### src/rtl/pos_pkg.sv
// Shared definitions for the position tracker: status bit map, default counter
// preload and the quadrature step decoder used by each axis.
package pos_pkg;

  localparam logic [7:0] CNT_INIT_DEFAULT = 8'd128;

  localparam int ST_X_MOVED = 0;
  localparam int ST_Y_MOVED = 1;
  localparam int ST_X_LIMIT = 2;
  localparam int ST_Y_LIMIT = 3;
  localparam int ST_X_DIR   = 4;
  localparam int ST_Y_DIR   = 5;
  localparam int ST_QERR    = 6;
  localparam int ST_VALID   = 7;

  typedef enum logic [1:0] {
    STEP_NONE = 2'd0,
    STEP_UP   = 2'd1,
    STEP_DN   = 2'd2,
    STEP_ERR  = 2'd3
  } step_e;

  // Maps the Gray-coded {a,b} pair onto its position in the 00-01-11-10 cycle.
  function automatic logic [1:0] quad_phase(input logic [1:0] ab);
    quad_phase = {ab[1], ab[1] ^ ab[0]};
  endfunction

  function automatic step_e quad_step(input logic [1:0] prev_ab, input logic [1:0] cur_ab);
    logic [1:0] delta;
    delta = quad_phase(cur_ab) - quad_phase(prev_ab);
    case (delta)
      2'd1:    quad_step = STEP_UP;
      2'd3:    quad_step = STEP_DN;
      2'd2:    quad_step = STEP_ERR;
      default: quad_step = STEP_NONE;
    endcase
  endfunction

endpackage

### src/rtl/quad_axis.sv
// One quadrature axis: input synchronizer, 4x decoder, saturating or wrapping
// counter and the sticky moved/limit/error flags that are cleared by a snap.
module quad_axis
  import pos_pkg::*;
#(
  parameter logic [7:0] CNT_INIT = CNT_INIT_DEFAULT,
  parameter bit         WRAP     = 1'b0
) (
  input  logic       clk,
  input  logic       rst,
  input  logic       a_i,
  input  logic       b_i,
  input  logic       clear_i,
  input  logic       snap_i,
  output logic [7:0] cnt_o,
  output logic       moved_o,
  output logic       limit_o,
  output logic       dir_o,
  output logic       err_o
);

  logic [1:0] sync1_q;
  logic [1:0] sync2_q;
  logic [1:0] prev_q;
  logic [1:0] fill_q;
  logic       primed_q;
  logic [7:0] cnt_q;
  logic [7:0] cnt_d;
  logic       moved_q;
  logic       moved_d;
  logic       limit_q;
  logic       limit_d;
  logic       dir_q;
  logic       dir_d;
  logic       err_q;
  logic       err_d;
  step_e      step;
  logic       at_edge;
  logic       is_step;

  always_comb begin
    step    = primed_q ? quad_step(prev_q, sync2_q) : STEP_NONE;
    cnt_d   = cnt_q;
    at_edge = 1'b0;
    case (step)
      STEP_UP: begin
        at_edge = (cnt_q == 8'hFF);
        if (!at_edge || WRAP) cnt_d = cnt_q + 8'd1;
      end
      STEP_DN: begin
        at_edge = (cnt_q == 8'h00);
        if (!at_edge || WRAP) cnt_d = cnt_q - 8'd1;
      end
      default: ;
    endcase
    // A same-cycle clear discards the count but the flags below still see the step.
    if (clear_i) cnt_d = CNT_INIT;
    is_step = (step == STEP_UP) || (step == STEP_DN);
    moved_d = (moved_q & ~snap_i) | is_step;
    limit_d = (limit_q & ~snap_i) | at_edge;
    err_d   = (err_q & ~snap_i) | (step == STEP_ERR);
    dir_d   = is_step ? (step == STEP_UP) : dir_q;
  end

  always_ff @(posedge clk or posedge rst) begin
    if (rst) begin
      sync1_q  <= 2'b00;
      sync2_q  <= 2'b00;
      prev_q   <= 2'b00;
      fill_q   <= 2'b00;
      primed_q <= 1'b0;
      cnt_q    <= CNT_INIT;
      moved_q  <= 1'b0;
      limit_q  <= 1'b0;
      dir_q    <= 1'b0;
      err_q    <= 1'b0;
    end else begin
      sync1_q  <= {a_i, b_i};
      sync2_q  <= sync1_q;
      prev_q   <= sync2_q;
      // Priming waits until sync2 holds a real pin sample, not the reset zeros.
      fill_q   <= {fill_q[0], 1'b1};
      primed_q <= primed_q | fill_q[1];
      cnt_q    <= cnt_d;
      moved_q  <= moved_d;
      limit_q  <= limit_d;
      dir_q    <= dir_d;
      err_q    <= err_d;
    end
  end

  assign cnt_o   = cnt_q;
  assign moved_o = moved_q;
  assign limit_o = limit_q;
  assign dir_o   = dir_q;
  assign err_o   = err_q;

endmodule

### src/rtl/pos_tracker.sv
// Two-axis quadrature position tracker with a snapshot register set that an
// I2C read slave captures coherently on bus START.
module pos_tracker
  import pos_pkg::*;
#(
  parameter logic [7:0] CNT_INIT = CNT_INIT_DEFAULT,
  parameter bit         WRAP     = 1'b0
) (
  input  logic       clk,
  input  logic       rst,
  input  logic       xa,
  input  logic       xb,
  input  logic       ya,
  input  logic       yb,
  input  logic       clear,
  input  logic       snap,
  output logic [7:0] x_pos,
  output logic [7:0] y_pos,
  output logic [7:0] status
);

  logic [1:0] pin_a;
  logic [1:0] pin_b;
  logic [7:0] cnt [2];
  logic [1:0] moved;
  logic [1:0] limit;
  logic [1:0] dir;
  logic [1:0] err;
  logic [7:0] status_live;
  logic [7:0] x_pos_q;
  logic [7:0] y_pos_q;
  logic [7:0] status_q;

  assign pin_a = {ya, xa};
  assign pin_b = {yb, xb};

  generate
    for (genvar gi = 0; gi < 2; gi++) begin : g_axis
      quad_axis #(
        .CNT_INIT(CNT_INIT),
        .WRAP    (WRAP)
      ) u_axis (
        .clk    (clk),
        .rst    (rst),
        .a_i    (pin_a[gi]),
        .b_i    (pin_b[gi]),
        .clear_i(clear),
        .snap_i (snap),
        .cnt_o  (cnt[gi]),
        .moved_o(moved[gi]),
        .limit_o(limit[gi]),
        .dir_o  (dir[gi]),
        .err_o  (err[gi])
      );
    end
  endgenerate

  always_comb begin
    status_live             = 8'h00;
    status_live[ST_X_MOVED] = moved[0];
    status_live[ST_Y_MOVED] = moved[1];
    status_live[ST_X_LIMIT] = limit[0];
    status_live[ST_Y_LIMIT] = limit[1];
    status_live[ST_X_DIR]   = dir[0];
    status_live[ST_Y_DIR]   = dir[1];
    status_live[ST_QERR]    = |err;
    // Every capture happens on a snap, so the captured byte is always valid.
    status_live[ST_VALID]   = 1'b1;
  end

  always_ff @(posedge clk or posedge rst) begin
    if (rst) begin
      x_pos_q  <= 8'h00;
      y_pos_q  <= 8'h00;
      status_q <= 8'h00;
    end else if (snap) begin
      x_pos_q  <= cnt[0];
      y_pos_q  <= cnt[1];
      status_q <= status_live;
    end
  end

  assign x_pos  = x_pos_q;
  assign y_pos  = y_pos_q;
  assign status = status_q;

endmodule
### config.mk
export PLATFORM = sky130hd
export DESIGN_NAME = pos_tracker
export DESIGN_NICKNAME = d
export VERILOG_FILES = /design/src/rtl/pos_pkg.sv /design/src/rtl/quad_axis.sv /design/src/rtl/pos_tracker.sv
export SDC_FILE = /design/constraint.sdc
export NUM_CORES = 1
export LEC_CHECK = 0
export CAP_MARGIN = 0
export CORE_MARGIN = 5
export CORE_UTILIZATION = 62
export CTS_CLUSTER_DIAMETER = 30
export DETAILED_ROUTE_END_ITERATION = 10
export HOLD_SLACK_MARGIN = 0.06
export PLACE_DENSITY = 0.9
export SLEW_MARGIN = 20
export SYNTH_ARGS = -nofsm -noshare
export SYNTH_HDL_FRONTEND = slang
export SYNTH_SLANG_ARGS = --single-unit
export TNS_END_PERCENT = 30
### constraint.sdc
create_clock -name clk -period 8.5 [get_ports clk]
set_input_delay 2.125 -clock clk [delete_from_list [all_inputs] [get_ports clk]]
set_output_delay 2.125 -clock clk [all_outputs]
set_load 0.005 [all_outputs]
* After elaboration in Yosys (flattened, before gate mapping)
Index checks and enable logic that the tools add are counted.
Operators by class: muxes and demuxes 14, order comparisons 0, equal/unequal tests 18, div/mod/pow operators 0, reduce and logical (&&, ||, !) cells 9, multipliers 0, bitwise gates (word level) 19, add/sub/neg operators 6, shift operators 0
Operators by type and width (number):
- two-way mux 8 bit | 6
- case mux 8 bit (2 select lines) | 2
- adder 8 x 1 -> 8 bit, second input constant | 2
- equality test 2 bit, second input constant | 8
- equality test 8 bit, second input constant | 2
- zero test 8 bit | 2
- subtractor 8 x 1 -> 8 bit, second input constant | 2
- != test 3 bit, second input constant | 4
- case mux 2 bit (3 select lines) | 2
- equality test 2 x 1 -> 1 bit, second input constant | 4
- OR 1 bit | 8
- AND 1 bit | 6
- AND reduction 3 bit | 2
- nonzero test 3 bit | 2
- two-way mux 2 bit | 2
- case mux 1 bit (2 select lines) | 2
- subtractor 2 bit | 2
- XOR 1 bit | 4
- logical OR 1 bit | 2
- OR reduction 2 bit | 1
- inverter 1 bit | 1
Storage, ports and cells: bits in registers 66, bits in writable memories 0, bits of input ports 8, logic and storage cells 89, output and inout port bits 24, bits in read-only memories 0, latch bits 0, memories kept 0

* Longest topological paths before layout
Gate-level depths: netlist of the first run.
depth after elaboration 8, depth in mapped cells 13, mapped depth without buffers 13

* By module
From an unflattened synthesis of the first run, not the netlist that was laid out.
Unflattened totals: cells, all modules 300, area total of the unflattened synthesis 3603.5 um^2
Modules (own cells, without submodules):
- quad_axis | instances 2, cells an instance 123, area each 1311.3 um^2, sequential area each 526.8 um^2
- pos_tracker | instances 1, cells an instance 54, area each 980.9 um^2, sequential area each 600.6 um^2

* Least setup slack after synthesis of the first run
No wires, ideal clock.
kind reg-to-reg, from register g_axis[0].u_axis.sync2_q[1], to register g_axis[0].u_axis.cnt_q[7], slack 5.067 ns, path buffers 0, arrival 3.341 ns, clock period less this slack 3.433 ns, required time 8.408 ns, cell stages (with the launch flop) 14, library setup time 0.092 ns, path through dfrtp_1 > xnor2_1 > ha_1 > xnor2_1 > xnor2_1 > inv_1 > ha_1 > o21bai_2 > nor2_1 > ha_1 > a2111oi_0 > o21ai_0 > a2111oi_0 > nor4b_1
Between the ends: word-level cells in the longest chain between the ends 8, elaborated cells between the ends (all ways) 15, those cells by class add/sub (1); eq/ne (7); mux (4); bitwise (1); reduce/logical (2)
RTL lines:
- from (decl) | RTL line quad_axis.sv:23 | logic [1:0] sync2_q;
- from (signal assigned) | RTL line quad_axis.sv:79 | sync2_q <= sync1_q;
- XOR 1 bit | RTL line pos_pkg.sv:25 | quad_phase = {ab[1], ab[1] ^ ab[0]};
- subtractor 2 bit * | RTL line pos_pkg.sv:30 | delta = quad_phase(cur_ab) - quad_phase(prev_ab);
- equality test 2 bit / equality test 2 x 1 -> 1 bit (equally long branches) | RTL line pos_pkg.sv:31 | case (delta)
- case mux 2 bit (3 select lines) * | RTL line pos_pkg.sv:31
- two-way mux 2 bit * | RTL line quad_axis.sv:42 | step = primed_q ? quad_step(prev_q, sync2_q) : STEP_NONE;
- equality test 2 x 1 -> 1 bit / equality test 2 bit (equally long branches) | RTL line quad_axis.sv:45 | case (step)
- != test 3 bit (no line), or another cell as far along
- AND reduction 3 bit (no line) / two-way mux 8 bit (equally long branches)
- to (signal assigned) | RTL line quad_axis.sv:84 | cnt_q <= cnt_d;
- to (decl) | RTL line quad_axis.sv:27 | logic [7:0] cnt_q;
Mark *: on every way between the ends. The rest lies on a longest branch, timed or not. A chain may end at the register's enable or synchronous reset.

* Worst setup path in the final report of the first run
Same ends and word-level chain as after synthesis.

==> flow_metrics.env, run 1 <==
export IMPL_status="completed"
export IMPL_synthArstFlopShare_pct=100
export IMPL_synth_cell_types=55
export IMPL_die_width_um=84.3
export IMPL_cts_clk_slew_worst_paths_ns=0.07
export IMPL_synth_common_cells="dfrtp_1, mux2_2, ha_1"
export IMPL_io_pins=32
export IMPL_drive_gt1_share_pct=18.0
export IMPL_grt_pass1_wl_um=12200
export IMPL_tightestPinTransition_ns=0.780
export IMPL_port_buffers=31
export IMPL_clk_latency_ns=0.34
export IMPL_setup_viol=0
export IMPL_gp_congestion=0.869
export IMPL_synth_cells=293
export IMPL_cts_resized=0
export IMPL_clockBufferDepth=2
export IMPL_rows=27
export IMPL_grtUsageMet3_pct=4.61
export IMPL_first_global_vias=2599
export IMPL_grt_usage_pct=21.3
export IMPL_via_count=2535
export IMPL_layout_setup_ws_ns=4.55
export IMPL_drt_wirelength_per_cell_um=17.2
export IMPL_p_per_area_mw_per_mm2=303
export IMPL_drt_iter0_markers=152
export IMPL_final_antenna_net_count=0
export IMPL_dp_hpwl_um=4950
export IMPL_finalHoldViolations=0
export IMPL_yosysMostFrequentCell="dfrtp_1"
export IMPL_syn_to_final_growth_pct=16.9
export IMPL_top_usage_layer="met2"
export IMPL_start_kind="flop"
export IMPL_yosysTopAreaCell="dfrtp_1"
export IMPL_fp_dieH_um=84.3
export IMPL_crit_fanout=8
export IMPL_slew_headroom_pct=47.3
export IMPL_max_clock_freq_mhz=253
export IMPL_diodes=0
export IMPL_core_area_sq_mm=0.00544
export IMPL_post_route_min_period_ns=3.95
export IMPL_criticalPathCategory="reg -> reg"
export IMPL_yosysTopAreaCellShare_pct=45.4
export IMPL_cts_tree="built"
export IMPL_reg2reg_from="g_axis[0].u_axis.sync2_q[1]"
export IMPL_drv_cap=0
export IMPL_grt_ovfl_total=0
export IMPL_yosysSeqAreaShare_pct=46.9
export IMPL_clock_skew_ns=0.00819
export IMPL_dp_slack_ns=4.53
export IMPL_synth_nets=323
export IMPL_seq_area_sq_mm=0.00160
export IMPL_worstHoldStart="g_axis[0].u_axis.sync1_q[0]"
export IMPL_cp_required_ns=8.73
export IMPL_ir_worst_vdd_uv=167
export IMPL_crit_path_start="g_axis[0].u_axis.sync2_q[1]"
export IMPL_wl_um=6950
export IMPL_multi_input_area_sq_mm=0.00174
export IMPL_synth_area_leaders="dfrtp_1, mux2_2, ha_1"
export IMPL_yosysWarnings=0
export IMPL_cts_root_buf="clkbuf_8"
export IMPL_htree_levels=3
export IMPL_cts_sinks=64
export IMPL_avgSynthCellArea_sq_um=11.7
export IMPL_ys_ff_latch=64
export IMPL_placed_area_sq_mm=0.00380
export IMPL_tns_ns=0
export IMPL_fillers=365
export IMPL_grtUsageMet1_pct=26.7
export IMPL_syn_area_sq_mm=0.00342
export IMPL_post_route_period_util_pct=46.5
export IMPL_p_total_mw=1.21
export IMPL_leakagePower_nw=1.75
export IMPL_antenna_found_initial=0
export IMPL_final_area_sq_mm=0.00400
export IMPL_drc=0
export IMPL_synth_edff_count=0
export IMPL_crit_arrival_ns=4.19
export IMPL_hold_buffers=0
export IMPL_avgViaCountPerCell=6.26
export IMPL_start_util_pct=62.9
export IMPL_die_area_sq_mm=0.00710
export IMPL_cts_buffers=9
export IMPL_rsz0062_at_grt="false"
export IMPL_holdWs_ns=0.351
export IMPL_post_cts_buffers=0
export IMPL_drv_slew=0
export IMPL_nets=359
export IMPL_min_path_type="reg -> reg"
export IMPL_met2_usage_pct=34.7
export IMPL_worst_setup_path_end_kind="flop"
export IMPL_grt_max_degree=65
export IMPL_synth_ff_type="dfrtp_1"
export IMPL_first_pass_iters=4
per-layer routing:
metal / part of all wire [%] / vias to the layer above
li1: - / 1190
met1: 42 / 1251
met2: 50 / 78
met3: 4.8 / 16
met4: 2.7 / 0
met5: 0 / -
cell families (layout without fill, tap and decap cells):
family,count (synthesis),after routing,share of synthesized area [%]
AND/OR/NAND/NOR,70,70,13.5
AO/OA/AOI/OAI,74,74,16.2
XOR/XNOR,12,12,3.07
multiplexers,28,28,9.33
flip-flops,64,64,46.9
other,1,1,0.110
buffers and inverters,22,62,2.49
adder cells (fa/ha/maj),22,22,8.49
critical path, stage by stage (launching register included):
cell,delay [ns]
dfrtp_1,0.41
xnor2_1,0.14
ha_1,0.21
xnor2_1,0.13
xnor2_1,0.23
inv_1,0.07
ha_1,0.19
o21bai_2,0.25
nor2_1,0.53
ha_1,0.40
a2111oi_0,0.53
o21ai_0,0.20
and4_1,0.22
nor4b_1,0.33
power by group:
group          switching (mW)  total, mW  internal [mW]
clock network           0.115      0.256          0.142
logic                   0.244      0.491          0.247
registers              0.0751      0.463          0.388
total                   0.433       1.21          0.776
final cells by class:
cell class	instances	area share, %
repair buffers	33	8.14
well taps	72	2.25
clock inverters	3	1.06
flip-flops and latches	64	40.1
multi-input cells	207	43.5
inverters	14	1.31
clock buffers	12	3.63
registers in the layout, summed over array words and instances, names as in the netlist:
| name | cells |
|---|---|
| g_axis.u_axis.prev_q | 4 |
| g_axis.u_axis.dir_o | 2 |
| g_axis.u_axis.sync1_q | 4 |
| x_pos | 8 |
| status | 8 |
| g_axis.u_axis.fill_q | 2 |
| g_axis.u_axis.primed_q | 2 |
| g_axis.u_axis.sync2_q | 4 |
| g_axis.u_axis.moved_o | 2 |
| g_axis.u_axis.err_o | 2 |
| y_pos | 8 |
| g_axis.u_axis.limit_o | 2 |
| g_axis.u_axis.cnt_o | 16 |
placed cells by master, fill, tap and decap left out, types with 9 or more instances in the layout:
cell             Yosys  layout
ha_1                20      20
o21ai_0             12      12
nor2_1              14      14
inv_1               14      13
nand2_1              9       9
xnor2_1              9       9
dfrtp_1             62      62
mux2_2              23      23
clkbuf_8             0      10
clkdlybuf4s50_1      0      31
final timing paths:
path	endpoint	slack [ns]	depth (start not counted)
worst max-delay path	g_axis[0].u_axis.cnt_o[7]	4.55	13
worst min-delay path	g_axis[0].u_axis.sync2_q[0]	0.35	0
worst max register to register	g_axis[0].u_axis.cnt_o[7]	4.55	13
worst min register to register	g_axis[0].u_axis.sync2_q[0]	0.35	0
max in group asynchronous	x_pos[4]	5.67	3
min in group asynchronous	g_axis[1].u_axis.moved_o	2.33	3
stage by stage:
| step | instances | util, % |
|---|---|---|
| 5_1_grt | 405 | 73.5 |
| 2_1_floorplan | 293 | - |
| 3_5_place_dp | 390 | 69.9 |
| 3_3_place_gp | 390 | 69.9 |
| 4_1_cts | 405 | 73.4 |
| 6_report | 405 | 73.5 |
(Power assumes the default switching activity.)
==> run 2, diff against run 1 <==
--- a/config.mk
+++ b/config.mk
@@ -7,11 +7,11 @@
 export LEC_CHECK = 0
 export CAP_MARGIN = 0
 export CORE_MARGIN = 5
-export CORE_UTILIZATION = 62
+export CORE_UTILIZATION = 57
 export CTS_CLUSTER_DIAMETER = 30
 export DETAILED_ROUTE_END_ITERATION = 10
 export HOLD_SLACK_MARGIN = 0.06
-export PLACE_DENSITY = 0.9
+export PLACE_DENSITY = 0.84
 export SLEW_MARGIN = 20
 export SYNTH_ARGS = -nofsm -noshare
 export SYNTH_HDL_FRONTEND = slang
==> constraint.sdc (replaced) <==
create_clock -name clk -period 3.7 [get_ports clk]
set_input_delay 0.925 -clock clk [delete_from_list [all_inputs] [get_ports clk]]
set_output_delay 0.925 -clock clk [all_outputs]
set_load 0.005 [all_outputs]
==> run 2 against run 1 <==
Compared with the run above: the flow now finishes with violations (setup timing); critical path depth up 1; register-to-register slack worse by 4.6 ns; global-route usage down 0.23 points; hold slack worse by 0.00078 ns; count of clock-buffer cells in the layout unchanged; sequential cell count unchanged; fmax up 4.3%; combinational power up 140%; critical endpoint is now g_axis[0].u_axis.cnt_o[6]; die area up 7.7%; final area up 2.3%; clock power up 120%; non-clock buffer count up 10.
==> flow_metrics.env, run 2 (synthesis gave the netlist of run 1 again) <==
export IMPL_fp_dieH_um=87.5
export IMPL_post_cts_buffers=0
export IMPL_first_pass_iters=4
export IMPL_grt_usage_pct=21.1
export IMPL_die_width_um=87.5
export IMPL_worst_setup_path_end_kind="flop"
export IMPL_net_switching_power_mw=1.02
export IMPL_largest_register_ffs=16
export IMPL_final_cell_mix="dfrtp_1, clkdlybuf4s50_1, mux2_2"
export IMPL_io_pins=32
export IMPL_final_antenna_net_count=0
export IMPL_rsz0062_at_grt="true"
export IMPL_cp_required_ns=3.92
export IMPL_start_util_pct=58.1
export IMPL_sw_frac_of_total_pct=36.4
export IMPL_drv_slew=0
export IMPL_diodes=0
export IMPL_finalHoldViolations=0
export IMPL_leakagePower_nw=1.80
export IMPL_final_util_pct=69.5
export IMPL_cts_sinks=64
export IMPL_antenna_found_initial=0
export IMPL_grt_pass1_wl_um=12500
export IMPL_grt_ovfl_total=0
export IMPL_slew_headroom_pct=48.9
export IMPL_drive_gt1_share_pct=21.8
export IMPL_cts_clk_slew_worst_paths_ns=0.07
export IMPL_wl_um=7200
export IMPL_post_route_min_period_ns=3.79
export IMPL_drt_iter0_markers=118
export IMPL_cts_buffers=9
export IMPL_max_clock_freq_mhz=264
export IMPL_htree_levels=3
export IMPL_syn_to_final_growth_pct=19.5
export IMPL_tightestPinTransition_ns=0.767
export IMPL_min_path_type="reg -> reg"
export IMPL_clockBufferDepth=2
export IMPL_pwr_share_clk_pct=19.7
export IMPL_gp_congestion=0.909
export IMPL_core_area_sq_mm=0.00589
export IMPL_crit_fanout=5
export IMPL_nets=369
export IMPL_crit_family="adder cells"
export IMPL_start_kind="flop"
export IMPL_violations="setup timing"
export IMPL_internal_power_mw=1.79
export IMPL_clk_latency_ns=0.35
export IMPL_tns_ns=-0.0901
export IMPL_dp_slack_ns=-0.0242
export IMPL_clock_skew_ns=0.00770
export IMPL_ir_worst_vdd_uv=537
export IMPL_post_route_period_util_pct=102
export IMPL_grt_max_degree=65
export IMPL_hold_buffers=0
export IMPL_dp_hpwl_um=4990
export IMPL_drc=0
export IMPL_port_buffers=31
export IMPL_fillers=439
export IMPL_criticalPathCategory="reg -> reg"
export IMPL_avgViaCountPerCell=6.13
export IMPL_crit_arrival_ns=4.01
export IMPL_pwr_share_comb_pct=42.6
export IMPL_cts_root_buf="clkbuf_8"
export IMPL_worstPathCellList="xnor2_1, ha_1, xnor2_1, xnor2_2, ha_1, nand2_1, nor2_2, buf_4, fa_1, a211o_1, and4_1, a2111oi_1, buf_4, o21ai_0"
export IMPL_die_area_sq_mm=0.00765
export IMPL_rows=28
export IMPL_drv_cap=0
export IMPL_final_common_cell="dfrtp_1"
export IMPL_path_buf_inv=2
export IMPL_holdWs_ns=0.350
export IMPL_slowest_stage="a2111oi_1"
export IMPL_cts_tree="built"
export IMPL_layout_setup_ws_ns=-0.0901
export IMPL_via_count=2567
export IMPL_p_per_area_mw_per_mm2=688
export IMPL_cpPeakStageDelay_ns=0.52
export IMPL_drt_wirelength_per_cell_um=17.2
export IMPL_status="complete, but fails checks"
export IMPL_setup_viol=1
export IMPL_first_global_vias=2630
export IMPL_p_seq_share_pct=37.7
[run 2: cell count changes in the layout (fill, tap and decap cells not counted), moves of 2 or more]
| cell | change |
|---|---|
| a2111oi_1 | +2 |
| buf_4 | +10 |
| nor2_1 | -2 |
| nor2_2 | +2 |
| a2111oi_0 | -3 |
[run 2: worst register-to-register path, delay by kind of cell (launching register included)]
| kind | cells | cell delay (ns) |
|---|---|---|
| compound gates | 3 | 0.90 |
| xor+xnor | 3 | 0.60 |
| fa+ha+maj | 3 | 0.92 |
| buf+inv | 2 | 0.35 |
| flops | 1 | 0.44 |
| simple gates | 3 | 0.45 |
[run 2: final cells by class]
cell class / instances / area (sq um) / share of cell area (%)
clock inverters: 4 / 28.8 / 0.704
well taps: 75 / 93.8 / 2.30
multi-input cells: 207 / 1750 / 42.9
clock buffers: 12 / 155 / 3.80
inverters: 14 / 52.6 / 1.29
flip-flops and latches: 64 / 1600 / 39.2
repair buffers: 43 / 400 / 9.79
[run 2: routing by layer]
layer  share of wire (%)  vias to the layer above  GRT usage, %  wire, um
li1                    -                     1215             -         -
met1                  41                     1286          25.4      2950
met2                  53                       55          36.4      3810
met3                 4.3                       11          4.35       311
met4                 1.8                        0          8.93       131
met5                   0                        -             0         0
[run 2: power groups by stage]
stage                     Sequential (mW)  Combinational, mW  Clock, mW
after global routing                 1.09               1.33      0.599
final                                1.06               1.20      0.555
after CTS                            1.06               1.18      0.565
after detailed placement             1.07               1.16          0
after global placement               1.06               1.12          0
after floorplan                      1.03              0.754          0
[run 2: stage by stage]
step	cells	total power, mW	cell area (sq um)
3_5_place_dp	403	2.23	3880
4_1_cts	419	2.81	4070
2_1_floorplan	293	1.78	3420
3_3_place_gp	403	2.18	3880
6_report	419	2.81	4090
5_1_grt	419	3.02	4090
[run 2: timing repair]
action / 4_1_cts / 5_1_grt
setup endpoints to repair: 1 / 5
endpoints found under the hold margin: 0 / 0
resized for setup: 2 / 5
[run 2: worst paths after layout]
kind / start / endpoint / slack, ns / cells after the start
worst max-delay path: g_axis[0].u_axis.sync2_q[1] / g_axis[0].u_axis.cnt_o[6] / -0.09 / 14
worst min-delay path: g_axis[1].u_axis.sync1_q[0] / g_axis[1].u_axis.sync2_q[0] / 0.35 / 0
worst max register to register: g_axis[0].u_axis.sync2_q[1] / g_axis[0].u_axis.cnt_o[6] / -0.09 / 14
worst min register to register: g_axis[1].u_axis.sync1_q[0] / g_axis[1].u_axis.sync2_q[0] / 0.35 / 0
max in group asynchronous: rst / g_axis[1].u_axis.cnt_o[4] / 2.08 / 3
min in group asynchronous: rst / status[1] / 1.12 / 3
==> run 3, diff against run 2 <==
--- a/config.mk
+++ b/config.mk
@@ -8,7 +8,7 @@
 export CAP_MARGIN = 0
 export CORE_MARGIN = 5
 export CORE_UTILIZATION = 57
-export CTS_CLUSTER_DIAMETER = 30
+export CTS_CLUSTER_DIAMETER = 80
 export DETAILED_ROUTE_END_ITERATION = 10
 export HOLD_SLACK_MARGIN = 0.06
 export PLACE_DENSITY = 0.84
==> results of run 3 <==
Same layout as run 2: the final DEF is identical, and so are final timing and power.
